`src/rtl/rpi_frame_rx.sv`:
```
// Receive stage from the Pi GPIO bus: synchronises strobe/frame, runs the four-phase byte
// handshake, parses the header/key/plaintext frame and feeds the core's byte-load interface.
// Optional inter-byte timeout when RX_TIMEOUT_EN is defined.
module rpi_frame_rx #(
  parameter int         SYNC_STAGES    = 2,
  parameter logic [6:0] HDR_TAG        = 7'b1010010,
  parameter int         TIMEOUT_CYCLES = 65535
) (
  input  logic       clk,
  input  logic       reset,
  input  logic [7:0] rpi_data,
  input  logic       rpi_strobe,
  input  logic       rpi_frame,
  output logic       rpi_ack,
  input  logic       seed_done,
  output logic [7:0] part_msg,
  output logic       in_en,
  output logic       load,
  output logic       start,
  output logic       Enc_Dec,
  output logic       busy,
  output logic       frame_err
);

  // state  | meaning
  // S_IDLE | waiting for a header byte inside a frame
  // S_KEY  | forwarding 16 key bytes with load high
  // S_TXT  | forwarding 16 plaintext bytes
  // S_FIRE | issuing the one-cycle start pulse
  // S_WAIT | core busy; strobes are acked but flagged as overrun
  typedef enum logic [2:0] {S_IDLE, S_KEY, S_TXT, S_FIRE, S_WAIT} state_t;

  state_t                 state;
  logic [SYNC_STAGES-1:0] strobe_sync;
  logic [SYNC_STAGES-1:0] frame_sync;
  logic                   strobe_prev;
  logic                   frame_prev;
  logic                   strobe_s;
  logic                   frame_s;
  logic                   str_rise;
  logic                   frame_fall;
  logic                   rx_vld;
  logic                   rx_frame;
  logic                   rx_fall;
  logic [7:0]             rx_byte;
  logic [3:0]             cnt;
`ifdef RX_TIMEOUT_EN
  localparam logic [15:0] TMO_LIMIT = 16'(TIMEOUT_CYCLES);
  logic [15:0]            tmo_cnt;
`endif

  assign strobe_s   = strobe_sync[SYNC_STAGES-1];
  assign frame_s    = frame_sync[SYNC_STAGES-1];
  assign str_rise   = strobe_s & ~strobe_prev;
  assign frame_fall = frame_prev & ~frame_s;

  // Capture stage: data is sampled on str_rise and the frame fall is aligned with it, so the
  // FSM sees a coincident byte and abort in the same cycle and can let the abort win.
  always_ff @(posedge clk) begin
    if (reset) begin
      strobe_sync <= '0;
      frame_sync  <= '0;
      strobe_prev <= 1'b0;
      frame_prev  <= 1'b0;
      rx_vld      <= 1'b0;
      rx_frame    <= 1'b0;
      rx_fall     <= 1'b0;
      rx_byte     <= 8'h00;
    end else begin
      strobe_sync <= {strobe_sync[SYNC_STAGES-2:0], rpi_strobe};
      frame_sync  <= {frame_sync[SYNC_STAGES-2:0], rpi_frame};
      strobe_prev <= strobe_s;
      frame_prev  <= frame_s;
      rx_vld      <= str_rise & ~rpi_ack;
      rx_frame    <= frame_s;
      rx_fall     <= frame_fall;
      if (str_rise)
        rx_byte <= rpi_data;
    end
  end

  always_ff @(posedge clk) begin
    if (reset) begin
      state     <= S_IDLE;
      cnt       <= 4'd0;
      rpi_ack   <= 1'b0;
      part_msg  <= 8'h00;
      in_en     <= 1'b0;
      load      <= 1'b0;
      start     <= 1'b0;
      Enc_Dec   <= 1'b0;
      busy      <= 1'b0;
      frame_err <= 1'b0;
`ifdef RX_TIMEOUT_EN
      tmo_cnt   <= 16'd0;
`endif
    end else begin
      in_en <= 1'b0;
      load  <= 1'b0;
      start <= 1'b0;
      if (rx_vld)
        rpi_ack <= 1'b1;
      else if (rpi_ack && !strobe_s)
        rpi_ack <= 1'b0;
`ifdef RX_TIMEOUT_EN
      if (rx_vld)
        tmo_cnt <= 16'd0;
      else if (state == S_KEY || state == S_TXT)
        tmo_cnt <= tmo_cnt + 16'd1;
`endif
      case (state)
        S_IDLE: begin
          if (rx_vld && rx_frame) begin
            if (rx_byte[7:1] == HDR_TAG) begin
              Enc_Dec   <= rx_byte[0];
              frame_err <= 1'b0;
              busy      <= 1'b1;
              cnt       <= 4'd0;
              state     <= S_KEY;
`ifdef RX_TIMEOUT_EN
              tmo_cnt   <= 16'd0;
`endif
            end else begin
              frame_err <= 1'b1;
            end
          end
        end
        S_KEY, S_TXT: begin
          if (rx_fall) begin
            frame_err <= 1'b1;
            busy      <= 1'b0;
            cnt       <= 4'd0;
            state     <= S_IDLE;
          end else if (rx_vld) begin
            part_msg <= rx_byte;
            in_en    <= 1'b1;
            load     <= (state == S_KEY);
            cnt      <= cnt + 4'd1;
            if (cnt == 4'd15)
              state <= (state == S_KEY) ? S_TXT : S_FIRE;
          end
`ifdef RX_TIMEOUT_EN
          else if (tmo_cnt == TMO_LIMIT) begin
            frame_err <= 1'b1;
            busy      <= 1'b0;
            cnt       <= 4'd0;
            rpi_ack   <= 1'b0;
            state     <= S_IDLE;
          end
`endif
        end
        S_FIRE: begin
          start <= 1'b1;
          state <= S_WAIT;
        end
        S_WAIT: begin
          if (rx_vld)
            frame_err <= 1'b1;
          if (seed_done) begin
            busy  <= 1'b0;
            state <= S_IDLE;
          end
        end
        default: state <= S_IDLE;
      endcase
    end
  end

endmodule
```
`config.mk`:
```
export PLATFORM = sky130hd
export DESIGN_NAME = rpi_frame_rx
export DESIGN_NICKNAME = d
export VERILOG_FILES = /design/src/rtl/rpi_frame_rx.sv
export SDC_FILE = /design/constraint.sdc
export NUM_CORES = 1
export LEC_CHECK = 0
export ABC_CLOCK_PERIOD_IN_PS = 2300
export BUFFER_PORTS_ARGS = -buffer_cell sky130_fd_sc_hd__buf_2
export CORE_ASPECT_RATIO = 1.1
export CORE_UTILIZATION = 55
export CTS_BUF_LIST = sky130_fd_sc_hd__clkbuf_2
export DETAILED_ROUTE_END_ITERATION = 8
export GPL_TIMING_DRIVEN = 0
export HOLD_SLACK_MARGIN = 0.06
export PLACE_DENSITY = 0.79
export SETUP_SLACK_MARGIN = 0.02
export SYNTH_ARGS = -nofsm -noshare
export SYNTH_HDL_FRONTEND = slang
export SYNTH_SLANG_ARGS = --single-unit
```
`constraint.sdc`:
```
create_clock -name clk -period 2.3 [get_ports clk]
set_clock_uncertainty 0.15 [all_clocks]
set_input_delay 0.115 -clock clk [delete_from_list [all_inputs] [get_ports clk]]
set_output_delay 0.115 -clock clk [all_outputs]
set_load 0.02 [all_outputs]
```
# After elaboration in Yosys (flattened, before gate mapping)
# Cells that the tools add are included.
[op_classes]
add_sub_neg = 1
multipliers = 0
div_mod_pow = 0
n_lt_le_gt_ge = 0
eq_ne = 13
n_shift = 0
mux = 27
bitwise_logic = 9
n_reduce_logical = 16
[ops]
columns = ["op", "n"]
rows = [
  ["3-bit 2-to-1 mux", 6],
  ["4-bit 2-to-1 mux", 4],
  ["1-bit 2-to-1 mux", 13],
  ["3-bit one-hot mux with 4 select lines", 1],
  ["2-bit inequality test (second input constant)", 5],
  ["5-bit AND reduction", 2],
  ["4-bit one-hot mux with 2 select lines", 1],
  ["4-bit AND reduction", 2],
  ["7-bit == test (second input constant)", 1],
  ["3-bit by 2-bit == test with 1-bit output (second input constant)", 2],
  ["3-bit inequality test (second input constant)", 2],
  ["1-bit inverter", 6],
  ["1-bit one-hot mux with 3 select lines", 2],
  ["3-bit AND reduction", 2],
  ["4-bit by 1-bit adder with 4-bit output (second input constant)", 1],
  ["4-bit == test (second input constant)", 1],
  ["2-bit nonzero test", 2],
  ["4-bit OR reduction", 1],
  ["1-bit AND", 3],
  ["3-bit by 1-bit == test with 1-bit output (second input constant)", 1],
  ["3-bit == test (second input constant)", 1],
  ["3-bit logical NOT", 1],
  ["3-bit nonzero test", 1],
  ["3-bit OR reduction", 1],
  ["other kinds (3)", 4],
]
[word_totals]
regBits = 38
latchBits = 0
ramBits = 0
romBits = 0
inputBits = 13
output_inout_bits = 15
word_cells = 83
n_memories = 0

# Longest topological paths before layout
[depth]
depth_word = 6
depth_mapped = 6
ltp_nobuf = 4

# Worst setup path before layout
# OpenSTA, ideal clock, no wires.
[synth_path]
path_kind = "flip-flop to flip-flop"
start = "register rx_vld"
end = "register cnt[3]"
setup_ns = 0.122
arrival_ns = 1.464
required_ns = 2.028
setup_slack_ns = 0.564
path_stages_with_launch = 6
path_buffers = 1
period_less_slack_ns = 1.736
path_cell_list = "dfxtp_1 -> buf_6 -> or3b_4 -> o2bb2ai_2 -> a32o_1 -> a311o_1"
[synth_via]
elab_chain_cells = 3
elab_cells_between_ends = 4
classes_between = "eq/ne: 2; reduce/logical: 2"
[synth_rtl]
columns = ["item", "line", "rtl"]
rows = [
  ["start: declaration", "42", "logic rx_vld;"],
  ["start signal: assignment", "74", "rx_vld <= str_rise & ~rpi_ack;"],
  ["1-bit logical AND", "113", "if (rx_vld && rx_frame) begin"],
  ["2-bit inequality test (no source line)", "--", ""],
  ["4-bit AND reduction (no source line) (*)", "--", ""],
  ["end signal: assignment", "138", "cnt <= cnt + 4'd1;"],
  ["end: declaration", "46", "logic [3:0] cnt;"],
]
# Every way passes the cells marked *; elsewhere a longest branch is shown, timed or not.
# A chain may end at the register's enable or synchronous reset.

# Worst setup path in the final report
[layout_path]
start = "register state[0]"
end = "register cnt[0]"
[layout_via]
elab_chain_cells = 4
elab_cells_between_ends = 10
classes_between = "eq/ne: 5; mux: 1; reduce/logical: 4"
[layout_rtl]
columns = ["item", "line", "rtl"]
rows = [
  ["start: declaration", "33", "state_t state;"],
  ["start signal: assignment", "140", "state <= (state == S_KEY) ? S_TXT : S_FIRE;"],
  ["3-bit by 1-bit == test with 1-bit output or 3-bit by 2-bit == test with 1-bit output (tied branches)", "111", "case (state)"],
  ["2-bit OR reduction", "111", ""],
  ["3-bit inequality test (no source line) or 2-bit nonzero test (tied branches)", "--", ""],
  ["4-bit AND reduction (no source line)", "--", ""],
]
# Parallel ways exist; a longest one is shown, timed or not.

==> insert_results.sql <==
INSERT INTO impl_metrics (metric_group, metric, value, unit) VALUES
('critical_path', 'timing.critical_path.arrival', '2.01', 'ns'),
('timing', 'post-route-min-period', '1.871', 'ns'),
('critical_path', 'critPathRequiredTime', '2.44', 'ns'),
('timing', 'setup-violations-final', '0', ''),
('place', 'dp.final_hpwl', '2318', 'um'),
('outcome', 'status', 'completed', ''),
('finish', 'final_net_count', '226', ''),
('synth', 'synth_seq_area_share', '0.4884', ''),
('critical_path', 'type_of_element_capturing_the_critical_path', 'flip-flop', ''),
('synth', 'synth_top_flop_cell', 'sky130_fd_sc_hd__dfxtp_1', ''),
('grt', 'wire_length_of_the_first_global_routing_pass', '5237', 'um'),
('timing', 'fmax', '0.5346', 'GHz'),
('routing', 'dr.pass1.iters', '4', ''),
('clock_tree', 'clock_net_sink_count', '38', ''),
('synth', 'synth_top_cell_by_area', 'sky130_fd_sc_hd__dfxtp_1', ''),
('clock_tree', 'cts_buffers', '5', ''),
('floorplan', 'initial_core_util', '0.6012', ''),
('routing', 'drt_wl_total', '3283', 'um'),
('synth', 'post_synth_edffs', '0', ''),
('timing', 'maxSlewHeadroom', '0.5780', ''),
('place', 'port_buffers', '26', ''),
('power', 'p_leak', '0.8330', 'nW'),
('clock_tree', 'buffer_levels_on_the_longest_clock_path', '2', ''),
('floorplan', 'cell_rows', '19', ''),
('synth', 'postSynthNetCount', '181', ''),
('worst_hold_path', 'hp-class', 'reg -> reg', ''),
('routing', 'route.detailed.wl_per_inst', '13.51', 'um'),
('place', 'placed_cell_area', '0.001727', 'sq mm'),
('clock_tree', 'clkLatencyLatePin', '0.38', 'ns'),
('routing', 'drt-vias-per-instance', '5.473', ''),
('timing', 'finalCritPeriodShare', '0.8133', ''),
('synth', 'synthesis.area_per_instance', '9.328', 'sq um'),
('clock_tree', 'hold_buffers', '12', ''),
('timing', 'hold_viol_final', '0', ''),
('routing', 'detail-route-antenna-nets', '0', ''),
('finish', 'final_design_area_no_fill', '0.001882', 'sq mm'),
('finish', 'drive_above_1_share', '0.2075', ''),
('power', 'power-per-cell-area', '536.3', 'mW/mm^2'),
('floorplan', 'die_w', '52.74', 'um'),
('grt', 'gr-usage-all-layers', '0.2367', ''),
('synth', 'postSynthRegisterBits', '38', ''),
('routing', 'drcViolationCount', '0', ''),
('critical_path', 'path_max_fanout', '10', ''),
('clock_tree', 'cts.repair_timing.setup_buffer_count', '0', ''),
('grt', 'grt_overflow_total', '0', ''),
('synth', 'yosysUniqueCellTypes', '43', ''),
('finish', 'area.growth.synth_to_final', '20.80', '%'),
('place', 'gpl.final_weighted_congestion', '0.7594', ''),
('timing', 'fin_setup_tns', '0', 'ns'),
('synth', 'synth.cells.most_frequent', 'sky130_fd_sc_hd__dfxtp_1 (38), sky130_fd_sc_hd__nand2_1 (20), sky130_fd_sc_hd__a21oi_1 (15), sky130_fd_sc_hd__nor2_1 (13), sky130_fd_sc_hd__mux2i_1 (10)', ''),
('routing', 'route.vias.total', '1330', ''),
('critical_path', 'setup.worst_path.class', 'reg -> reg', ''),
('synth', 'synthTopCellsByArea', 'sky130_fd_sc_hd__dfxtp_1 (49%), sky130_fd_sc_hd__mux2i_1 (6.4%), sky130_fd_sc_hd__a21oi_1 (4.8%), sky130_fd_sc_hd__nand2_1 (4.8%), sky130_fd_sc_hd__nor2b_1 (3.2%)', ''),
('floorplan', 'coreArea', '0.002591', 'sq mm'),
('grt', 'grt_max_degree', '12', ''),
('synth', 'synth.top_cell.area_share', '0.4884', ''),
('synth', 'yosysWarnings', '0', ''),
('flow_run', 'drv.max_cap_violation_count', '0', ''),
('synth', 'postSynthCellCount', '167', ''),
('routing', 'detail_route.iter0.violations', '37', ''),
('floorplan', 'floorplan.die_area', '0.003049', 'sq mm'),
('finish', 'final_core_utilization', '0.7262', ''),
('timing', 'tightest_slew', '0.6296', 'ns'),
('synth', 'post_synthesis_async_set_or_reset_flop_share', '0', ''),
('synth', 'dominant_cell_by_count_in_the_synthesized_netlist', 'sky130_fd_sc_hd__dfxtp_1', ''),
('timing', 'setup_repair_after_global_routing_missed_its_margin', 'no', ''),
('clock_tree', 'clkSlewWorstSetupHoldPaths', '0.19', 'ns'),
('grt', 'initial_antenna_violation_count', '0', ''),
('synth', 'netlist_area', '0.001558', 'sq mm'),
('clock_tree', 'tritoncts', 'done', ''),
('clock_tree', 'post_cts.resized_instances', '0', ''),
('clock_tree', 'cts_root_buf', 'sky130_fd_sc_hd__clkbuf_2', ''),
('finish', 'fillCellCount', '206', ''),
('timing', 'fin_max_slew_vios', '0', ''),
('finish', 'antennaDiodeCount', '0', ''),
('power', 'peakVddDrop', '0.0005226', 'V'),
('critical_path', 'worst_setup_path_start_kind', 'flip-flop', ''),
('floorplan', 'die_y', '57.82', 'um'),
('clock_tree', 'h_tree_lvls', '2', ''),
('floorplan', 'i_o_pin_total', '28', ''),
('grt', 'first_global_vias', '1277', '');
## flip-flops by register name (all words and copies together) (netlist names), 2 cells and up
| name | count |
|---|---|
| state | 3 |
| frame_sync | 2 |
| rx_byte | 8 |
| cnt | 4 |
| part_msg | 8 |
| strobe_sync | 2 |
## metal layers
metal  vias to the layer above  track usage  part of all wire  wire length, um
met2                        24       0.4340              0.53             1748
li1                        677            -                 -                -
met3                         5      0.06037             0.030               99
met5                         -            0                 0                0
met4                         0       0.1165             0.013               44
met1                       624       0.2413              0.42             1390
## kinds of logic (layout without fill, tap and decap cells)
group | count (synthesis) | in the layout | synth area share
DFF | 38 | 38 | 0.4884
buffers and inverters | 14 | 59 | 0.04177
adders and majority gates | 2 | 2 | 0.01446
AOI/OAI and AO/OA | 34 | 34 | 0.1470
muxes | 10 | 10 | 0.06426
and+or+nand+nor | 67 | 67 | 0.2329
xor gates and xnor gates | 2 | 2 | 0.01125
## path summary, 6_finish.rpt
| path | startpoint | end | slack [ns] | cells after the start |
|---|---|---|---|---|
| setup / recovery | state[0]$_SDFFE_PP0P_ | cnt[0]$_SDFFE_PP0P_ | 0.43 | 5 |
| setup reg to reg | state[0]$_SDFFE_PP0P_ | cnt[0]$_SDFFE_PP0P_ | 0.43 | 5 |
| hold / removal | frame_sync[1]$_SDFF_PP0_ | rx_fall$_SDFF_PP0_ | 0.27 | 1 |
| hold reg to reg | frame_sync[1]$_SDFF_PP0_ | rx_fall$_SDFF_PP0_ | 0.27 | 1 |
## worst max-delay path, cell delays in order (launching register included)
cell and delay, ns:
sky130_fd_sc_hd__dfxtp_1 0.36, sky130_fd_sc_hd__buf_2 0.17, sky130_fd_sc_hd__or3_1 0.38, sky130_fd_sc_hd__a31oi_1 0.35
sky130_fd_sc_hd__nor2_1 0.13, sky130_fd_sc_hd__a211oi_1 0.25
## area by class of cell
type	instances	area, sq um	area share
timing repair buffer	38	250.2	0.1330
buffer	12	57.56	0.03059
inverter	2	7.507	0.003989
multi-input combinational	115	732.0	0.3890
sequential	38	760.7	0.4043
clock buffer	5	25.02	0.01330
clock inverter	2	10.01	0.005319
tap	31	38.79	0.02061
## power breakdown
part / internal, mW / switching (mW) / total (mW)
sequential: 0.669 / 0.00615 / 0.675
clock: 0.0660 / 0.207 / 0.273
combinational: 0.0322 / 0.0287 / 0.0609
## placed cells by master (no fill, tap or decap), types with 2 or more instances in the layout
| master | count |
|---|---|
| sky130_fd_sc_hd__a21oi_1 | 15 |
| sky130_fd_sc_hd__o21ai_0 | 3 |
| sky130_fd_sc_hd__clkbuf_2 | 5 |
| sky130_fd_sc_hd__nand2_1 | 20 |
| sky130_fd_sc_hd__nand4_1 | 3 |
| sky130_fd_sc_hd__and2_1 | 2 |
| sky130_fd_sc_hd__nor3b_1 | 2 |
| sky130_fd_sc_hd__inv_1 | 2 |
| sky130_fd_sc_hd__clkinv_2 | 2 |
| sky130_fd_sc_hd__clkbuf_1 | 6 |
| sky130_fd_sc_hd__nor2_1 | 13 |
| sky130_fd_sc_hd__nand3_1 | 3 |
| sky130_fd_sc_hd__nor2b_1 | 8 |
| sky130_fd_sc_hd__nand2b_1 | 3 |
| sky130_fd_sc_hd__nand4b_1 | 2 |
| sky130_fd_sc_hd__nor3_1 | 4 |
| sky130_fd_sc_hd__mux2i_1 | 10 |
| sky130_fd_sc_hd__dfxtp_1 | 38 |
| sky130_fd_sc_hd__buf_2 | 30 |
| sky130_fd_sc_hd__a211oi_1 | 3 |
| sky130_fd_sc_hd__dlygate4sd3_1 | 12 |
| sky130_fd_sc_hd__a31oi_1 | 2 |
## stage by stage
step	setup slack (ns)	std cells	hold WS, ns	total power [mW]
floorplan	0.5641	167	0.09318	0.7150
global placement	0.4860	224	0.1765	0.7311
detailed placement	0.4809	224	0.1836	0.7339
CTS	0.4643	243	0.2743	1.012
global route	0.3299	243	0.2998	1.042
finish	0.4295	243	0.2711	1.009
(Power assumes the default switching activity.)
